$ cat config.mk
export PLATFORM = sky130hd
export DESIGN_NAME = fuzz_stim_gen_flat
export DESIGN_NICKNAME = d
export VERILOG_FILES = /design/src/rtl/fuzz_stim_pkg.sv /design/src/rtl/fuzz_stim_gen_if.sv /design/src/rtl/fuzz_lcg32.sv /design/src/rtl/fuzz_stim_gen.sv /design/src/flat_wrapper.sv
export SDC_FILE = /design/constraint.sdc
export NUM_CORES = 1
export LEC_CHECK = 0
export ABC_AREA = 1
export CORE_ASPECT_RATIO = 1.1
export CORE_MARGIN = 5
export CORE_UTILIZATION = 56
export CTS_CLUSTER_DIAMETER = 50
export CTS_CLUSTER_SIZE = 25
export DETAILED_ROUTE_END_ITERATION = 16
export GPL_ROUTABILITY_DRIVEN = 0
export GPL_TIMING_DRIVEN = 0
export PLACE_DENSITY_LB_ADDON = 0.15
export SYNTH_ARGS = -nofsm -noshare
export SYNTH_HDL_FRONTEND = slang
export SYNTH_SLANG_ARGS = --single-unit
$ cat constraint.sdc
create_clock -name clk -period 7.25 [get_ports clk]
set_input_delay 1.45 -clock clk [delete_from_list [all_inputs] [get_ports clk]]
set_output_delay 1.45 -clock clk [all_outputs]
set_load 0.05 [all_outputs]
$ cat src/rtl/fuzz_stim_pkg.sv
// Shared definitions for the fuzz stimulus generator: LCG constants, FSM
// state encoding and the words-per-vector helper.
package fuzz_stim_pkg;

  localparam int unsigned WORD_W  = 32;
  localparam logic [31:0] LCG_MUL = 32'h41C6_4E6D;
  localparam logic [31:0] LCG_INC = 32'h0000_3039;

  typedef enum logic [1:0] {
    ST_IDLE    = 2'd0,
    ST_FILL    = 2'd1,
    ST_PRESENT = 2'd2,
    ST_DONE    = 2'd3
  } state_e;

  // Number of 32-bit LCG words needed to cover a vector of vec_w bits.
  function automatic int unsigned calc_nw(input int unsigned vec_w);
    return (vec_w + WORD_W - 1) / WORD_W;
  endfunction

endpackage

$ cat src/rtl/fuzz_stim_gen_if.sv
// Stimulus delivery bus between the generator and the consumer.
//   vec_o       : assembled stimulus vector
//   vec_valid_o : vec_o holds a complete vector
//   vec_ready_i : consumer accepts vec_o this cycle
//   vec_idx_o   : 0-based index of the vector currently presented
interface fuzz_stim_gen_if #(
  parameter int unsigned VEC_W = 262
);
  logic [VEC_W-1:0] vec_o;
  logic             vec_valid_o;
  logic             vec_ready_i;
  logic [31:0]      vec_idx_o;

  modport master (output vec_o, output vec_valid_o, output vec_idx_o, input vec_ready_i);
  modport slave  (input vec_o, input vec_valid_o, input vec_idx_o, output vec_ready_i);
endinterface

$ cat src/rtl/fuzz_lcg32.sv
// One step of the 32-bit linear congruential generator.
//   s_i      : current LCG state
//   s_next_c : s_i * LCG_MUL + LCG_INC, modulo 2^32 (combinational)
module fuzz_lcg32
  import fuzz_stim_pkg::*;
(
  input  logic [31:0] s_i,
  output logic [31:0] s_next_c
);

  assign s_next_c = s_i * LCG_MUL + LCG_INC;

endmodule

$ cat src/rtl/fuzz_stim_gen.sv
// Pseudo-random stimulus generator: fills a VEC_W-bit vector one LCG word
// per cycle, presents it with a valid/ready handshake and repeats for the
// requested number of vectors.
//   clk, rst            : clock, synchronous active-high reset
//   start_i             : run request (ignored while busy_o)
//   seed_i, num_vec_i   : run seed (0 selects DEF_SEED) and vector count
//   bus                 : vector / valid / ready / index (master side)
//   busy_o, done_o      : run in progress, run complete
module fuzz_stim_gen
  import fuzz_stim_pkg::*;
#(
  parameter int unsigned VEC_W    = 262,
  parameter logic [31:0] DEF_SEED = 32'd2812738018
) (
  input  logic            clk,
  input  logic            rst,
  input  logic            start_i,
  input  logic [31:0]     seed_i,
  input  logic [31:0]     num_vec_i,
  fuzz_stim_gen_if.master bus,
  output logic            busy_o,
  output logic            done_o
);

  localparam int unsigned NW     = calc_nw(VEC_W);
  localparam int unsigned LAST_W = VEC_W - WORD_W * (NW - 1);
  localparam int unsigned K_W    = (NW > 1) ? $clog2(NW) : 1;

  state_e           state_q;
  logic [31:0]      s_q;
  logic [31:0]      count_q;
  logic [31:0]      idx_q;
  logic [K_W-1:0]   k_q;
  logic [VEC_W-1:0] vec_q;
  logic             valid_q;

  logic [31:0]      s_next_c;
  logic [VEC_W-1:0] vec_fill_c;

  fuzz_lcg32 u_lcg (
    .s_i      (s_q),
    .s_next_c (s_next_c)
  );

  // Vector with word k_q replaced by the next LCG value; last word truncated.
  for (genvar w = 0; w < NW; w++) begin : g_word
    localparam int unsigned LO   = w * WORD_W;
    localparam int unsigned BITS = (w == NW - 1) ? LAST_W : WORD_W;
    assign vec_fill_c[LO +: BITS] = (k_q == K_W'(w)) ? s_next_c[BITS-1:0]
                                                     : vec_q[LO +: BITS];
  end

  assign bus.vec_o       = vec_q;
  assign bus.vec_valid_o = valid_q;
  assign bus.vec_idx_o   = idx_q;

  // Run control FSM with registered outputs.
  always_ff @(posedge clk) begin
    if (rst) begin
      state_q <= ST_IDLE;
      s_q     <= DEF_SEED;
      count_q <= '0;
      idx_q   <= '0;
      k_q     <= '0;
      vec_q   <= '0;
      valid_q <= 1'b0;
      busy_o  <= 1'b0;
      done_o  <= 1'b0;
    end else begin
      case (state_q)
        ST_IDLE, ST_DONE: begin
          if (start_i) begin
            s_q     <= (seed_i == 32'd0) ? DEF_SEED : seed_i;
            count_q <= num_vec_i;
            idx_q   <= '0;
            k_q     <= '0;
            busy_o  <= 1'b1;
            done_o  <= 1'b0;
            state_q <= ST_FILL;
          end
        end
        ST_FILL: begin
          // An empty run spends exactly one FILL cycle and never presents.
          if (count_q == 32'd0) begin
            busy_o  <= 1'b0;
            done_o  <= 1'b1;
            state_q <= ST_DONE;
          end else begin
            s_q   <= s_next_c;
            vec_q <= vec_fill_c;
            if (k_q == K_W'(NW - 1)) begin
              k_q     <= '0;
              valid_q <= 1'b1;
              state_q <= ST_PRESENT;
            end else begin
              k_q <= k_q + K_W'(1);
            end
          end
        end
        ST_PRESENT: begin
          if (valid_q && bus.vec_ready_i) begin
            valid_q <= 1'b0;
            idx_q   <= idx_q + 32'd1;
            if ((idx_q + 32'd1) < count_q) begin
              state_q <= ST_FILL;
            end else begin
              busy_o  <= 1'b0;
              done_o  <= 1'b1;
              state_q <= ST_DONE;
            end
          end
        end
        default: state_q <= ST_IDLE;
      endcase
    end
  end

endmodule

$ cat src/flat_wrapper.sv
// flat-port wrapper written by rule: the top's interface ports become plain ports
module fuzz_stim_gen_flat import fuzz_stim_pkg::*;
#(
  parameter int unsigned VEC_W    = 262,
  parameter logic [31:0] DEF_SEED = 32'd2812738018
)
  (clk, rst, start_i, seed_i, num_vec_i, busy_o, done_o, bus_vec_o, bus_vec_valid_o, bus_vec_idx_o, bus_vec_ready_i);
  fuzz_stim_gen_if #(.VEC_W(VEC_W)) bus_i ();
  input  logic clk;
  input  logic rst;
  input  logic start_i;
  input  logic [31:0] seed_i;
  input  logic [31:0] num_vec_i;
  output logic busy_o;
  output logic done_o;
  output wire logic [$bits(bus_i.vec_o)-1:0] bus_vec_o;
  output wire logic [$bits(bus_i.vec_valid_o)-1:0] bus_vec_valid_o;
  output wire logic [$bits(bus_i.vec_idx_o)-1:0] bus_vec_idx_o;
  input wire logic [$bits(bus_i.vec_ready_i)-1:0] bus_vec_ready_i;
  assign bus_vec_o = bus_i.vec_o;
  assign bus_vec_valid_o = bus_i.vec_valid_o;
  assign bus_vec_idx_o = bus_i.vec_idx_o;
  assign bus_i.vec_ready_i = bus_vec_ready_i;
  fuzz_stim_gen #(.VEC_W(VEC_W), .DEF_SEED(DEF_SEED)) u_core (.clk(clk), .rst(rst), .start_i(start_i), .seed_i(seed_i), .num_vec_i(num_vec_i), .bus(bus_i), .busy_o(busy_o), .done_o(done_o));
endmodule
* Word-level counts from Yosys, hierarchy flattened *
Cells that the tools add are included.

word-level totals
  bits in registers = 367
  bits in latches = 0
  RAM bits = 0
  ROM bits = 0
  input port bits = 68
  logic and storage cells = 96
  memories kept = 0

operators by class
  add/subtract/negate cells = 3
  $mul = 1
  div/mod/pow operators = 0
  order comparisons = 1
  equality and inequality tests = 18
  shift operators = 0
  muxes and demuxes = 31
  bitwise logic cells = 1
  reductions and logical operators = 24

operators with widths
  operator                                                                  count
  32-bit two-way mux                                                        5
  32-bit case mux with 2 select lines                                       2
  32-bit zero test                                                          2
  3-bit AND reduction                                                       12
  32-bit by 1-bit adder with 32-bit output (second input constant)          1
  32-bit by 14-bit adder with 32-bit output (second input constant)         1
  32-bit less-than comparator                                               1
  32-bit by 31-bit multiplier with 32-bit output (second input constant)    1
  4-bit by 3-bit == test with 1-bit output (second input constant)          4
  4-bit two-way mux                                                         3
  1-bit two-way mux                                                         11
  2-bit two-way mux                                                         5
  4-bit by 2-bit == test with 1-bit output (second input constant)          2
  4-bit case mux with 2 select lines                                        1
  4-bit AND reduction                                                       2
  2-bit by 1-bit inequality test with 1-bit output (second input constant)  3
  2-bit inequality test (second input constant)                             3
  1-bit case mux with 3 select lines                                        2
  2-bit case mux with 3 select lines                                        1
  2-bit nonzero test                                                        3
  4-bit by 1-bit adder with 4-bit output (second input constant)            1
  2-bit == test (second input constant)                                     2
  4-bit by 1-bit == test with 1-bit output (second input constant)          1
  4-bit == test (second input constant)                                     1
  9 further kinds                                                           9

* Logic depth before layout (Yosys ltp) *
Gate-level depths: netlist of run 1.

  depth after elaboration = 5
  depth in mapped cells = 31

* Cells and area by module *
A second synthesis of run 1 with hierarchy kept.

unflattened totals
  cells, all modules = 3221
  area, all modules = 25191.7 um^2

by module, submodules not included
  module         instances  cells an instance  area each (um^2)  seq. area each (um^2)
  fuzz_stim_gen  1          2060               15427.3           7347.0
  fuzz_lcg32     1          1161               9764.4            0.0

* Least setup slack after synthesis of run 1 *
OpenSTA, ideal clock, no wires.

  path type = reg2reg
  from = reg u_core.s_q[6]
  to = reg u_core.s_q[25]
  arrival = 6.106 ns
  data required time = 7.191 ns
  slack = 1.085 ns
  stages on the path, launching flop included = 30
  path buffers = 1
  cells stage by stage = dfxtp_1 ha_1 xnor2_1 inv_1 ha_1 a21oi_1 fa_1 fa_1 inv_1 fa_1 inv_1 fa_1 inv_1 fa_1 inv_1 fa_1 inv_1 ha_1 nand2_1 inv_2 nand2_1 inv_1 a21oi_1 nand3_1 a21o_1 or2_1 buf_2 nand3_1 nand2_1 nand2_1

on the way
  longest elaborated chain between the ends = 4

RTL lines
  item                                            line                 text
  from (decl)                                     fuzz_stim_gen.sv:30  logic [31:0] s_q;
  from (signal assigned)                          fuzz_stim_gen.sv:73  s_q <= (seed_i == 32'd0) ? DEF_SEED : seed_i;
  from (signal assigned)                          fuzz_stim_gen.sv:89  s_q <= s_next_c;
  32-bit by 31-bit multiplier with 32-bit output  fuzz_lcg32.sv:11     assign s_next_c = s_i * LCG_MUL + LCG_INC;
  32-bit by 14-bit adder with 32-bit output       fuzz_lcg32.sv:11
  32-bit two-way mux                              fuzz_stim_gen.sv:84  if (count_q == 32'd0) begin
  32-bit case mux with 2 select lines             fuzz_stim_gen.sv:70  case (state_q)

Every way passes these cells. The select of a mux whose other input is x is not followed.
A chain may end at the register's enable or synchronous reset.

* Worst setup path in the final report of run 1 *
Same ends and word-level chain as after synthesis.

==> results_dict.tcl, run 1 <==
set metrics [dict create \
    cts_tree "done" \
    worstPathArrival_ns 7.44 \
    maxCapViolCount 0 \
    drc 0 \
    critPathCaptureType "flip-flop" \
    drt-total-wl_um 90200 \
    worst_setup_path_start_kind "flip-flop" \
    synth_edf_count 0 \
    period_needed_ns 6.99 \
    start_util 0.565 \
    yosys.area.top_type_share 0.293 \
    top_level_ports 365 \
    worst_pin_slew_ns 1.37 \
    h-tree-depth 2 \
    required_ns 7.70 \
    synth_seq_cells 367 \
    layout_common_cells "640 x inv_1, 515 x nand2_1, 363 x clkdlybuf4s50_1, 359 x dfxtp_1, 304 x a21oi_1" \
    syn_to_final_growth_pct 22.5 \
    finalInstanceArea_um2 30700 \
    hold_violations 0 \
    place_area_um2 29400 \
    fin_skew_ns 0.0264 \
    hold_ws_ns 0.472 \
    layout-drive-gt1-share 0.0509 \
    grt_pass1_wl_um 137000 \
    synth_area_per_cell_um2 7.96 \
    setup_violations 0 \
    core_um2 44400 \
    fp.dieW_um 212 \
    synth_area_leader_cell "dfxtp_1" \
    num_vias 23700 \
    netlist_instances 3148 \
    rows 81 \
    grt_pass1_vias 24800 \
    drtIter0Drc 2252 \
    synth_ff_type "dfxtp_1" \
    syn_area_um2 25100 \
    path_class "flip-flop to flip-flop" \
    slowest_stage "fa_1" \
    cts.sink_count 367 \
    overflow 0 \
    slew_headroom 0.0837 \
    rr_worst_depth 29 \
    setup_tns_ns 0 \
    final_nets 4048 \
    cp_top_family "adder cells" \
    via_per_inst 5.70 \
    io_buffers 363 \
    cpPeakStageDelay_ns 0.53 \
    ant_nets 0 \
    antenna_found_initial 7 \
    cts-root-buf "clkbuf_16" \
    numCtsBuffers 35 \
    hold_depth 2 \
    seq_area_frac_synth 0.293 \
    grt_max_degree 22 \
    async_flop_share 0 \
    layout.cells.non_filler 4160 \
    worst-path-stages 29 \
    wl_per_cell_um 21.7 \
    final_common_cell "inv_1" \
    min_period_over_period 0.964 \
    dieArea_um2 49100 \
    clkTransAtPathRegs_ns 0.08 \
    fmax_mhz 143 \
    cts-hold-fix-buffers 0 \
    cp_max_fo 10 \
    hold_class "flip-flop to flip-flop" \
    clk_latency_ns 0.57 \
    path_buf_inv 8 \
    hpwl_um 72200 \
    first_pass_iters 6 \
    drv_slew 0 \
    synth_area_leaders "dfxtp_1 29%, fa_1 15%, ha_1 12%" \
    placedCellCount 4092 \
    clockBufferDepth 3 \
    synth_warnings 0 \
    die_y_um 232 \
    synth_fp_nets 3647 \
    status "complete, no violations" \
    netlist-cell-type-count 50 \
    gr-usage-all-layers 0.358 \
]
## per-stage QoR
stage,setup slack (ns),util
after global routing,-0.0118,0.691
after floorplan,1.09,-
after CTS,0.0263,0.690
after detailed placement,-0.376,0.663
after global placement,-0.428,0.663
final,0.259,0.691
## cells in the mapped netlist (2+ instances only)
master,count
a211oi_1,3
a21o_1,5
a21oi_1,304
a22oi_1,2
buf_1,4
buf_2,38
buf_4,9
clkbuf_1,72
clkinv_1,2
dfxtp_1,367
fa_1,185
ha_1,246
inv_1,640
inv_2,13
nand2_1,516
nand2_2,7
nand2_4,8
nand3_1,126
nand3_2,2
nand3b_1,7
nand4_1,31
nor2_1,119
nor2_2,10
nor3_1,40
nor3_2,4
nor4_1,17
nor4_2,3
o211ai_1,69
o21a_1,35
o21ai_0,168
o21ai_1,8
o21ai_2,2
o21bai_1,4
o311ai_0,2
o31ai_1,4
or2_1,2
xnor2_1,27
xor2_1,30
xor2_2,6
## worst min-delay path, delay by kind of cell (launching register included)
| family | cells | cell delay (ns) |
|---|---|---|
| AO/OA/AOI/OAI | 1 | 0.05 |
| flip-flops | 1 | 0.32 |
| AND/OR/NAND/NOR | 1 | 0.06 |
## final cells by class
| cell class | instances | area [um2] |
|---|---|---|
| plain buffers | 123 | 551 |
| inverters | 656 | 2460 |
| repair buffers | 365 | 3650 |
| diodes | 5 | 12.5 |
| clock inverters | 19 | 241 |
| fillers | 3603 | 13700 |
| clock buffers | 43 | 936 |
| flip-flops and latches | 367 | 7370 |
| well taps | 581 | 727 |
| multi-input cells | 2001 | 14700 |
## worst paths after layout
path | startpoint | endpoint | slack (ns)
setup reg to reg | u_core.s_q[6] | u_core.s_q[25] | 0.26
hold / removal | u_core.bus.vec_o[77] | u_core.bus.vec_o[77] | 0.47
setup / recovery | u_core.s_q[6] | u_core.s_q[25] | 0.26
hold reg to reg | u_core.bus.vec_o[77] | u_core.bus.vec_o[77] | 0.47
## kinds of logic after synthesis
group | synth area share
xor+xnor | 0.0245
buf+inv | 0.120
flops | 0.293
fa+ha+maj | 0.271
simple gates | 0.155
compound gates | 0.136
## flip-flops by register name, indices dropped and copies added, names as in the netlist, 2 cells and up
register,count
u_core.bus.vec_idx_o,32
u_core.bus.vec_o,262
u_core.count_q,32
u_core.k_q,4
u_core.state_q,2
u_core.s_q,32
## what timing repair did
item                                    4_1_cts  5_1_grt
endpoints found under the setup margin      161      145
resized for setup                             6       15
hold endpoints to repair                      0        0
pin swaps                                     0        1
setup buffers                                 0        2
## per-layer routing
metal,share of wire,global-route usage,vias to the layer above
met2,0.46,0.590,1305
met1,0.36,0.411,11200
met4,0.064,0.193,8
met5,0.00070,0,-
met3,0.11,0.118,359
li1,-,-,10800
Power of run 1 is not shown: default switching activity piles up to over one toggle a cycle in this logic, so the estimate is an artifact.
==> run 2: changes to the inputs <==
GPL_TIMING_DRIVEN = not set   (was 0)
SKIP_LAST_GASP = 1   (was not set)
==> results_dict.tcl, run 2 (synthesis results as in run 1) <==
set metrics [dict create \
    cts.sink_count 367 \
    cts-root-buf "clkbuf_16" \
    grt_max_degree 159 \
    via_per_inst 5.64 \
    top_level_ports 365 \
    dieArea_um2 49100 \
    drc 0 \
    min_period_over_period 0.961 \
    die_y_um 232 \
    final_util 0.684 \
    core_um2 44400 \
    io_buffers 364 \
    numCtsBuffers 36 \
    postCtsSetupBuffers 0 \
    clockBufferDepth 3 \
    setup_tns_ns 0 \
    h-tree-depth 2 \
    grt_pass1_wl_um 128000 \
    layout_common_cells "640 x inv_1, 516 x nand2_1, 364 x dfxtp_1, 363 x clkdlybuf4s50_1, 304 x a21oi_1" \
    slew_headroom 0.271 \
    required_ns 7.74 \
    worst_setup_path_start_kind "flip-flop" \
    largest_reg_flops 262 \
    fin_skew_ns 0.0240 \
    period_needed_ns 6.97 \
    clk_latency_ns 0.57 \
    ant_nets 0 \
    rsz0062_at_grt "false" \
    worst_pin_slew_ns 1.09 \
    rows 81 \
    critPathCaptureType "flip-flop" \
    worstPathArrival_ns 7.46 \
    drtIter0Drc 2142 \
    fmax_mhz 144 \
    syn_to_final_growth_pct 21.1 \
    grt_pass1_vias 22800 \
    maxCapViolCount 0 \
    first_pass_iters 6 \
    fp.dieW_um 212 \
    num_vias 22800 \
    wl_per_cell_um 20.5 \
    overflow 0 \
    hold_violations 0 \
    drv_slew 0 \
    drt-total-wl_um 83100 \
    status "complete, no violations" \
    gr-usage-all-layers 0.330 \
    cts_tree "done" \
    antenna_found_initial 4 \
    path_class "flip-flop to flip-flop" \
    start_util 0.565 \
    setup_violations 0 \
    cp_max_fo 10 \
    hpwl_um 64000 \
    layout-drive-gt1-share 0.0444 \
    final_nets 3945 \
    final_common_cell "inv_1" \
    hold_class "flip-flop to flip-flop" \
    clkTransAtPathRegs_ns 0.07 \
]
-- run 2: changes by cell type in the layout (fill, tap and decap cells not counted), sizes merged --
cell | before | now
bufinv | 3 | 2
buf | 54 | 21
clkinvlp | 4 | 2
inv | 664 | 665
clkinv | 4 | 10
diode | 5 | 1
clkbuf | 114 | 41
-- run 2: path summary, 6_finish.rpt --
kind                        start                   end  cells past startpoint  slack (ns)
max                 u_core.s_q[7]        u_core.s_q[27]                     25        0.28
max reg2reg         u_core.s_q[7]        u_core.s_q[27]                     25        0.28
min          u_core.bus.vec_o[82]  u_core.bus.vec_o[82]                      2        0.47
min reg2reg  u_core.bus.vec_o[82]  u_core.bus.vec_o[82]                      2        0.47
-- run 2: routing by layer --
metal  vias up  global-route usage  share of wire
met5         -                   0        0.00088
met4         8               0.129          0.047
li1      10600                   -              -
met3       244               0.102           0.10
met1     10900               0.412           0.39
met2      1096               0.537           0.46
-- run 2: what timing repair did --
action                     in CTS  in global routing
setup endpoints to repair       0                 57
hold buffers                    0                  0
resized for setup               0                  6
-- run 2: final cells by class --
cell class / instances / area [um2]
multi-input combinational: 2001 / 14700
fill: 3571 / 14000
sequential: 367 / 7350
timing repair buffer: 384 / 3790
inverter: 656 / 2470
clock buffer: 41 / 982
tap: 581 / 727
clock inverter: 23 / 323
antenna: 1 / 2.50
-- run 2: worst max-delay path, stage by stage, from the launching register on --
cell      delay, ns
dfxtp_2        0.47
ha_1           0.33
xnor2_1        0.27
inv_1          0.10
ha_1           0.18
a21oi_1        0.20
fa_1           0.46
fa_1           0.51
inv_1          0.06
fa_1           0.51
inv_1          0.06
fa_1           0.53
inv_1          0.05
fa_1           0.48
inv_1          0.05
fa_1           0.47
inv_1          0.05
ha_1           0.36
a21oi_1        0.23
o21ai_0        0.21
a21oi_1        0.28
nand3b_1       0.18
nand4_1        0.38
nand2_1        0.25
nand2_1        0.08
a21oi_1        0.13
-- run 2: metrics by stage --
stage               worst slack (ns)  cells  hold slack (ns)  area (um2)
detailed placement             0.304   3989            0.458       29000
global route                 0.00700   4053            0.487       30400
finish                         0.282   4054            0.470       30400
floorplan                       1.09   3148            0.450       25100
CTS                            0.224   4053            0.469       30300
global placement               0.399   3989            0.453       29000
Power of run 2 is left out for the same reason.
